**src/rtl/execute_muldiv.sv**
```systemverilog
// Execute stage: registered single-cycle ALU plus iterative mul/div owning HI/LO.
// Latency: ALU ops 1 cycle; mul/div busy DATA_W+1 cycles after accept, HI/LO written on FIX exit.
// Backpressure: in_ready low while mul/div in flight; stall_req tells decode to hold its op.
module execute_muldiv #(
    parameter int DATA_W     = 32,
    parameter int REG_ADDR_W = 5
) (
    input  logic                  clk,
    input  logic                  rst,
    input  logic                  in_valid,
    output logic                  in_ready,
    input  logic [4:0]            op,
    input  logic [DATA_W-1:0]     a,
    input  logic [DATA_W-1:0]     b,
    input  logic [REG_ADDR_W-1:0] dest_addr,
    input  logic                  wr_en,
    output logic                  out_valid,
    output logic [REG_ADDR_W-1:0] out_dest_addr,
    output logic                  out_wr_en,
    output logic [DATA_W-1:0]     out_wdata,
    output logic [DATA_W-1:0]     hi,
    output logic [DATA_W-1:0]     lo,
    output logic                  stall_req
);
    localparam int SHAMT_W = $clog2(DATA_W);

    localparam logic [4:0] OP_AND  = 5'd0,  OP_OR    = 5'd1,  OP_XOR  = 5'd2,  OP_NOR  = 5'd3;
    localparam logic [4:0] OP_LUI  = 5'd4,  OP_SLL   = 5'd5,  OP_SRL  = 5'd6,  OP_SRA  = 5'd7;
    localparam logic [4:0] OP_MOVZ = 5'd8,  OP_MOVN  = 5'd9,  OP_MFHI = 5'd10, OP_MFLO = 5'd11;
    localparam logic [4:0] OP_MTHI = 5'd12, OP_MTLO  = 5'd13, OP_MULT = 5'd14, OP_MULTU = 5'd15;
    localparam logic [4:0] OP_DIV  = 5'd16, OP_DIVU  = 5'd17;

    typedef enum logic [1:0] {IDLE, CALC, FIX} state_t;

    state_t              state;
    logic [SHAMT_W-1:0]  cnt;
    logic                is_div;
    logic                neg_res;
    logic                neg_rem;
    logic                div_zero;
    logic [DATA_W-1:0]   a_raw;
    logic [DATA_W-1:0]   acc_hi;
    logic [DATA_W-1:0]   acc_lo;
    logic [DATA_W-1:0]   opnd;

    logic                accept;
    logic [DATA_W-1:0]   res;
    logic                res_wr;
    logic [SHAMT_W-1:0]  sh;
    logic                is_md;
    logic                is_signed_op;
    logic                a_neg;
    logic                b_neg;
    logic [DATA_W-1:0]   a_mag;
    logic [DATA_W-1:0]   b_mag;

    assign in_ready  = (state == IDLE);
    assign stall_req = in_valid & ~in_ready;
    assign accept    = in_valid & in_ready;

    assign sh           = a[SHAMT_W-1:0];
    assign is_md        = (op == OP_MULT) || (op == OP_MULTU) || (op == OP_DIV) || (op == OP_DIVU);
    assign is_signed_op = (op == OP_MULT) || (op == OP_DIV);
    assign a_neg        = is_signed_op & a[DATA_W-1];
    assign b_neg        = is_signed_op & b[DATA_W-1];
    assign a_mag        = a_neg ? -a : a;
    assign b_mag        = b_neg ? -b : b;

    always_comb begin
        res    = '0;
        res_wr = 1'b0;
        case (op)
            OP_AND:  begin res = a & b;    res_wr = wr_en; end
            OP_OR:   begin res = a | b;    res_wr = wr_en; end
            OP_XOR:  begin res = a ^ b;    res_wr = wr_en; end
            OP_NOR:  begin res = ~(a | b); res_wr = wr_en; end
            OP_LUI:  begin res = b;        res_wr = wr_en; end
            OP_SLL:  begin res = b << sh;  res_wr = wr_en; end
            OP_SRL:  begin res = b >> sh;  res_wr = wr_en; end
            OP_SRA:  begin res = $signed(b) >>> sh; res_wr = wr_en; end
            OP_MOVZ: begin res = a; res_wr = wr_en & (b == '0); end
            OP_MOVN: begin res = a; res_wr = wr_en & (b != '0); end
            OP_MFHI: begin res = hi; res_wr = wr_en; end
            OP_MFLO: begin res = lo; res_wr = wr_en; end
            OP_MTHI: res = a;
            OP_MTLO: res = a;
            default: ;
        endcase
    end

    // One iteration step: multiply shifts {acc_hi,acc_lo} right after a conditional add;
    // divide shifts left one dividend bit into the remainder and keeps a non-negative trial.
    logic [DATA_W:0]     mul_sum;
    logic [DATA_W:0]     div_shift;
    logic [DATA_W:0]     div_trial;
    logic                div_ok;

    assign mul_sum   = {1'b0, acc_hi} + {1'b0, (acc_lo[0] ? opnd : '0)};
    assign div_shift = {acc_hi, acc_lo[DATA_W-1]};
    assign div_trial = div_shift - {1'b0, opnd};
    assign div_ok    = ~div_trial[DATA_W];

    logic [2*DATA_W-1:0] prod_raw;
    logic [2*DATA_W-1:0] prod;
    logic [DATA_W-1:0]   fix_hi;
    logic [DATA_W-1:0]   fix_lo;

    assign prod_raw = {acc_hi, acc_lo};
    assign prod     = neg_res ? -prod_raw : prod_raw;

    always_comb begin
        fix_hi = prod[2*DATA_W-1:DATA_W];
        fix_lo = prod[DATA_W-1:0];
        if (is_div) begin
            if (div_zero) begin
                fix_hi = a_raw;
                fix_lo = '1;
            end else begin
                fix_hi = neg_rem ? -acc_hi : acc_hi;
                fix_lo = neg_res ? -acc_lo : acc_lo;
            end
        end
    end

    always_ff @(posedge clk) begin
        if (rst) begin
            state         <= IDLE;
            cnt           <= '0;
            is_div        <= 1'b0;
            neg_res       <= 1'b0;
            neg_rem       <= 1'b0;
            div_zero      <= 1'b0;
            a_raw         <= '0;
            acc_hi        <= '0;
            acc_lo        <= '0;
            opnd          <= '0;
            out_valid     <= 1'b0;
            out_dest_addr <= '0;
            out_wr_en     <= 1'b0;
            out_wdata     <= '0;
            hi            <= '0;
            lo            <= '0;
        end else begin
            out_valid <= 1'b0;
            case (state)
                IDLE: begin
                    if (accept) begin
                        out_valid     <= 1'b1;
                        out_dest_addr <= dest_addr;
                        out_wr_en     <= res_wr;
                        out_wdata     <= res;
                        if (op == OP_MTHI) hi <= a;
                        if (op == OP_MTLO) lo <= a;
                        if (is_md) begin
                            state    <= CALC;
                            cnt      <= SHAMT_W'(DATA_W - 1);
                            is_div   <= (op == OP_DIV) || (op == OP_DIVU);
                            neg_res  <= a_neg ^ b_neg;
                            neg_rem  <= a_neg;
                            div_zero <= (b == '0);
                            a_raw    <= a;
                            acc_hi   <= '0;
                            acc_lo   <= a_mag;
                            opnd     <= b_mag;
                        end
                    end
                end
                CALC: begin
                    if (is_div) begin
                        acc_hi <= div_ok ? div_trial[DATA_W-1:0] : div_shift[DATA_W-1:0];
                        acc_lo <= {acc_lo[DATA_W-2:0], div_ok};
                    end else begin
                        acc_hi <= mul_sum[DATA_W:1];
                        acc_lo <= {mul_sum[0], acc_lo[DATA_W-1:1]};
                    end
                    cnt <= cnt - 1'b1;
                    if (cnt == '0) state <= FIX;
                end
                FIX: begin
                    hi    <= fix_hi;
                    lo    <= fix_lo;
                    state <= IDLE;
                end
                default: state <= IDLE;
            endcase
        end
    end
endmodule

```
**config.mk**
```make
export PLATFORM = sky130hd
export DESIGN_NAME = execute_muldiv
export DESIGN_NICKNAME = d
export VERILOG_FILES = /design/src/rtl/execute_muldiv.sv
export SDC_FILE = /design/constraint.sdc
export NUM_CORES = 1
export LEC_CHECK = 0
export BUFFER_PORTS_ARGS = -buffer_cell sky130_fd_sc_hd__buf_2
export CAP_MARGIN = 20
export CORE_ASPECT_RATIO = 1.5
export CORE_MARGIN = 1.5
export CORE_UTILIZATION = 55
export DETAILED_ROUTE_END_ITERATION = 16
export GPL_TIMING_DRIVEN = 1
export PLACE_DENSITY = 0.74
export SLEW_MARGIN = 15
export SYNTH_ARGS = -nofsm -noshare
export SYNTH_HDL_FRONTEND = slang
export SYNTH_SLANG_ARGS = --single-unit
```
**constraint.sdc**
```tcl
create_clock -name clk -period 7.55 [get_ports clk]
set_clock_uncertainty 0.1 [all_clocks]
set_input_delay 1.51 -clock clk [delete_from_list [all_inputs] [get_ports clk]]
set_output_delay 1.51 -clock clk [all_outputs]
set_load 0.01 [all_outputs]
```
==> flow_metrics.py <==
metrics = {
    "timing": {
        "grt_setup_unrepaired": "no",
        "fmax_mhz": 193,
        "post_layout_minimum_cycle_time_ns": 5.18,
        "tightestPinTransition_ns": 1.42,
        "timing.final.hold_violations": 0,
        "period_share_pct": 68.6,
        "maxSlewHeadroom_pct": 5.13,
        "timing.final.setup_violations": 0,
        "setup_tns_ns": 0,
        "slew_violations": 0,
    },
    "critical_path": {
        "critical_path_arrival_ns": 5.52,
        "rr_endpoint": "acc_hi[24]$_SDFFE_PP0P_",
        "endpoint": "acc_hi[24]$_SDFFE_PP0P_",
        "crit_path_end_kind": "flip-flop",
        "critical_path_peak_fanout": 42,
        "rr_startpoint": "acc_lo[31]$_SDFFE_PP0P_",
        "criticalPathCategory": "reg -> reg",
        "reg2reg_setup_slack_ns": 2.37,
        "cp-startpoint": "acc_lo[31]$_SDFFE_PP0P_",
        "start_kind": "flip-flop",
        "timing.critical_path.required_ns": 7.89,
        "reg2regPathDepth": 14,
    },
    "layout": {
        "final_cell_mix": "nor2_1 (375), a21oi_1 (287), nand2_1 (279)",
        "syn_to_final_growth_pct": 8.14,
        "final_cell_area_um2": 25300,
        "mostFrequentLayoutCell": "nor2_1",
        "layoutNonFillerInstCount": 3730,
        "fillerInstances": 3963,
        "design.final.nets": 3356,
        "layout.core_utilization_pct": 60.3,
        "final_layout_size_suffix_gt1_share_pct": 12.6,
    },
    "cts": {
        "path_clk_slew_ns": 0.07,
        "post_cts_resize_count": 0,
        "hold_fix_buffers_cts": 0,
        "cts_max_level": 1,
        "tritoncts": "done",
        "max-clock-path-buffers": 3,
        "postCtsSetupRepairBufs": 0,
        "insertion_delay_ns": 0.58,
        "clock_tree.root_cell": "clkbuf_16",
        "cts_num_sinks": 242,
        "cts_inserted_buffers": 27,
    },
    "run": {
        "maxCapViolCount": 0,
    },
    "pwr": {
        "max-vdd-ir-drop_v": 0.000179,
        "static-leakage-power_uw": 0.0100,
        "p_per_area_nw_per_um2": 152,
    },
    "detailed_routing": {
        "routed_wire_length_per_instance_um": 29.8,
        "via_count_normalized_by_instance_count": 7.17,
        "ant_nets": 0,
        "num_vias": 26700,
        "finalWirelength_um": 111000,
        "initialDrtViolationCount": 3945,
        "post-route-drc-count": 0,
        "drt-pass1-iter-count": 6,
    },
    "grt": {
        "number_of_global_route_vias_before_repair": 25400,
        "antenna_violations_before_repair": 8,
        "grt_util_met2_pct": 78.5,
        "grt_first_pass_wirelength_um": 163000,
        "pin_count_of_the_biggest_net_entering_global_routing": 95,
        "grt.total_usage_pct": 49.9,
        "gr_met3_demand_resource_pct": 12.5,
        "globalRoute.totalOverflow": 0,
        "grt_use_met1_pct": 54.2,
        "busiest_layer": "met2",
    },
    "synth": {
        "synthesized_flop_and_latch_total": 242,
        "yosys-top-cells-area": "dfxtp_1 (21%), ha_1 (7.2%), a21oi_1 (6.2%)",
        "syn-num-nets": 3376,
        "syn-cell-area_um2": 23300,
        "ys_async_sr_fraction_pct": 0,
        "dominantRegCellSynth": "dfxtp_1",
        "synthDominantCellAreaShare_pct": 20.7,
        "yosysWarnings": 0,
        "netlist_instances": 3161,
        "post_synth.cell_area_avg_um2": 7.39,
        "synth_largest_area_cell": "dfxtp_1",
        "seq_area_frac_synth_pct": 20.7,
        "yosysUniqueCellTypes": 77,
        "synth_enable_flop_cells": 0,
    },
    "min_path": {
        "hp-class": "reg -> reg",
    },
    "run_status": {
        "outcome": "finished, final reports clean",
    },
    "die": {
        "chipHeight_um": 255,
        "floorplan.core_area_um2": 41900,
        "die_area_um2": 43700,
        "floorplan.die.width_um": 171,
        "initial_core_util_pct": 55.7,
        "num_rows": 92,
        "num_io_pins": 183,
    },
    "place": {
        "place_hpwl_um": 81600,
        "gp_congestion": 1.10,
        "io_buffer_count": 182,
        "placement.cell_area_um2": 24400,
        "post-place-cells": 3676,
    },
}
## how the worst min path moves through the flow
stage / start / end / slack, ns / cells past startpoint
final: a_raw[16]$_SDFFE_PP0P_ / a_raw[16]$_SDFFE_PP0P_ / 0.36 / 2
after CTS: a_raw[8]$_SDFFE_PP0P_ / a_raw[8]$_SDFFE_PP0P_ / 0.36 / 2
after global routing: a_raw[17]$_SDFFE_PP0P_ / a_raw[17]$_SDFFE_PP0P_ / 0.37 / 2
after floorplan: a_raw[13]$_SDFFE_PP0P_ / a_raw[13]$_SDFFE_PP0P_ / 0.33 / 2
after detailed placement: a_raw[17]$_SDFFE_PP0P_ / a_raw[17]$_SDFFE_PP0P_ / 0.35 / 2
after global placement: out_dest_addr[0]$_SDFFE_PP0P_ / out_dest_addr[0]$_SDFFE_PP0P_ / 0.34 / 2
## power by group
| part | leakage (uW) | switching, uW | internal, uW |
|---|---|---|---|
| Clock | 0.000419 | 640 | 714 |
| Combinational | 0.00766 | 745 | 350 |
| Sequential | 0.00196 | 57.5 | 1320 |
| Total | 0.0100 | 1440 | 2390 |
## worst max-delay path, cell delays in order, from the launching register on
cell	delay, ns
dfxtp_1	0.34
inv_1	0.39
ha_1	0.30
fa_1	0.22
nand2b_1	0.16
a21oi_1	0.13
o31ai_1	0.67
a21boi_0	0.38
a211o_1	0.50
o21ai_0	0.44
xnor2_2	0.17
buf_4	0.52
mux2_2	0.41
a22oi_1	0.17
o31ai_1	0.11
## stage by stage
step                      worst slack (ns)  hold slack [ns]  total power (uW)
after floorplan                       3.09            0.331              2070
after global placement                2.49            0.340              2430
after detailed placement              2.45            0.348              2440
after CTS                             2.80            0.357              3770
after global routing                  2.19            0.370              3930
final                                 2.37            0.357              3830
## synth_stat cells (85+ instances only)
cell	instances
o21ai_0	199
ha_1	135
inv_1	124
nand2_1	279
a221oi_1	85
xnor2_1	116
clkbuf_1	244
a21oi_1	288
a211oi_1	85
mux2i_1	116
dfxtp_1	242
nor2_1	384
## sequential cells by signal, summed over array words and instances (netlist names), 2 cells and up
name	flops
state	2
out_dest_addr	5
a_raw	32
out_wdata	32
cnt	5
opnd	32
acc_lo	32
lo	32
hi	32
acc_hi	32
## per-layer routing
layer | routed length, um | vias up | part of all wire, %
met4 | 13000 | 6 | 12
met2 | 49400 | 2040 | 44
li1 | - | 11500 | -
met3 | 12700 | 604 | 11
met5 | 43 | - | 0.039
met1 | 36000 | 12500 | 32
## cells by family after synthesis
logic type | Yosys count | synth area share (%)
muxes | 180 | 10.7
and+or+nand+nor | 978 | 18.7
xor gates and xnor gates | 185 | 6.94
AOI/OAI and AO/OA | 1025 | 28.8
buffers and inverters | 414 | 6.75
adders and majority gates | 137 | 7.41
DFF | 242 | 20.7
## layout make-up
cell class	count	area, um^2	area share, %
tap	564	706	2.79
clock inverter	18	155	0.614
antenna	4	10.0	0.0396
clock buffer	32	704	2.79
timing repair buffer	238	1340	5.32
multi-input combinational	2505	17000	67.4
inverter	127	477	1.89
sequential	242	4850	19.2
No activity file was read; power rests on OpenSTA's default activity.
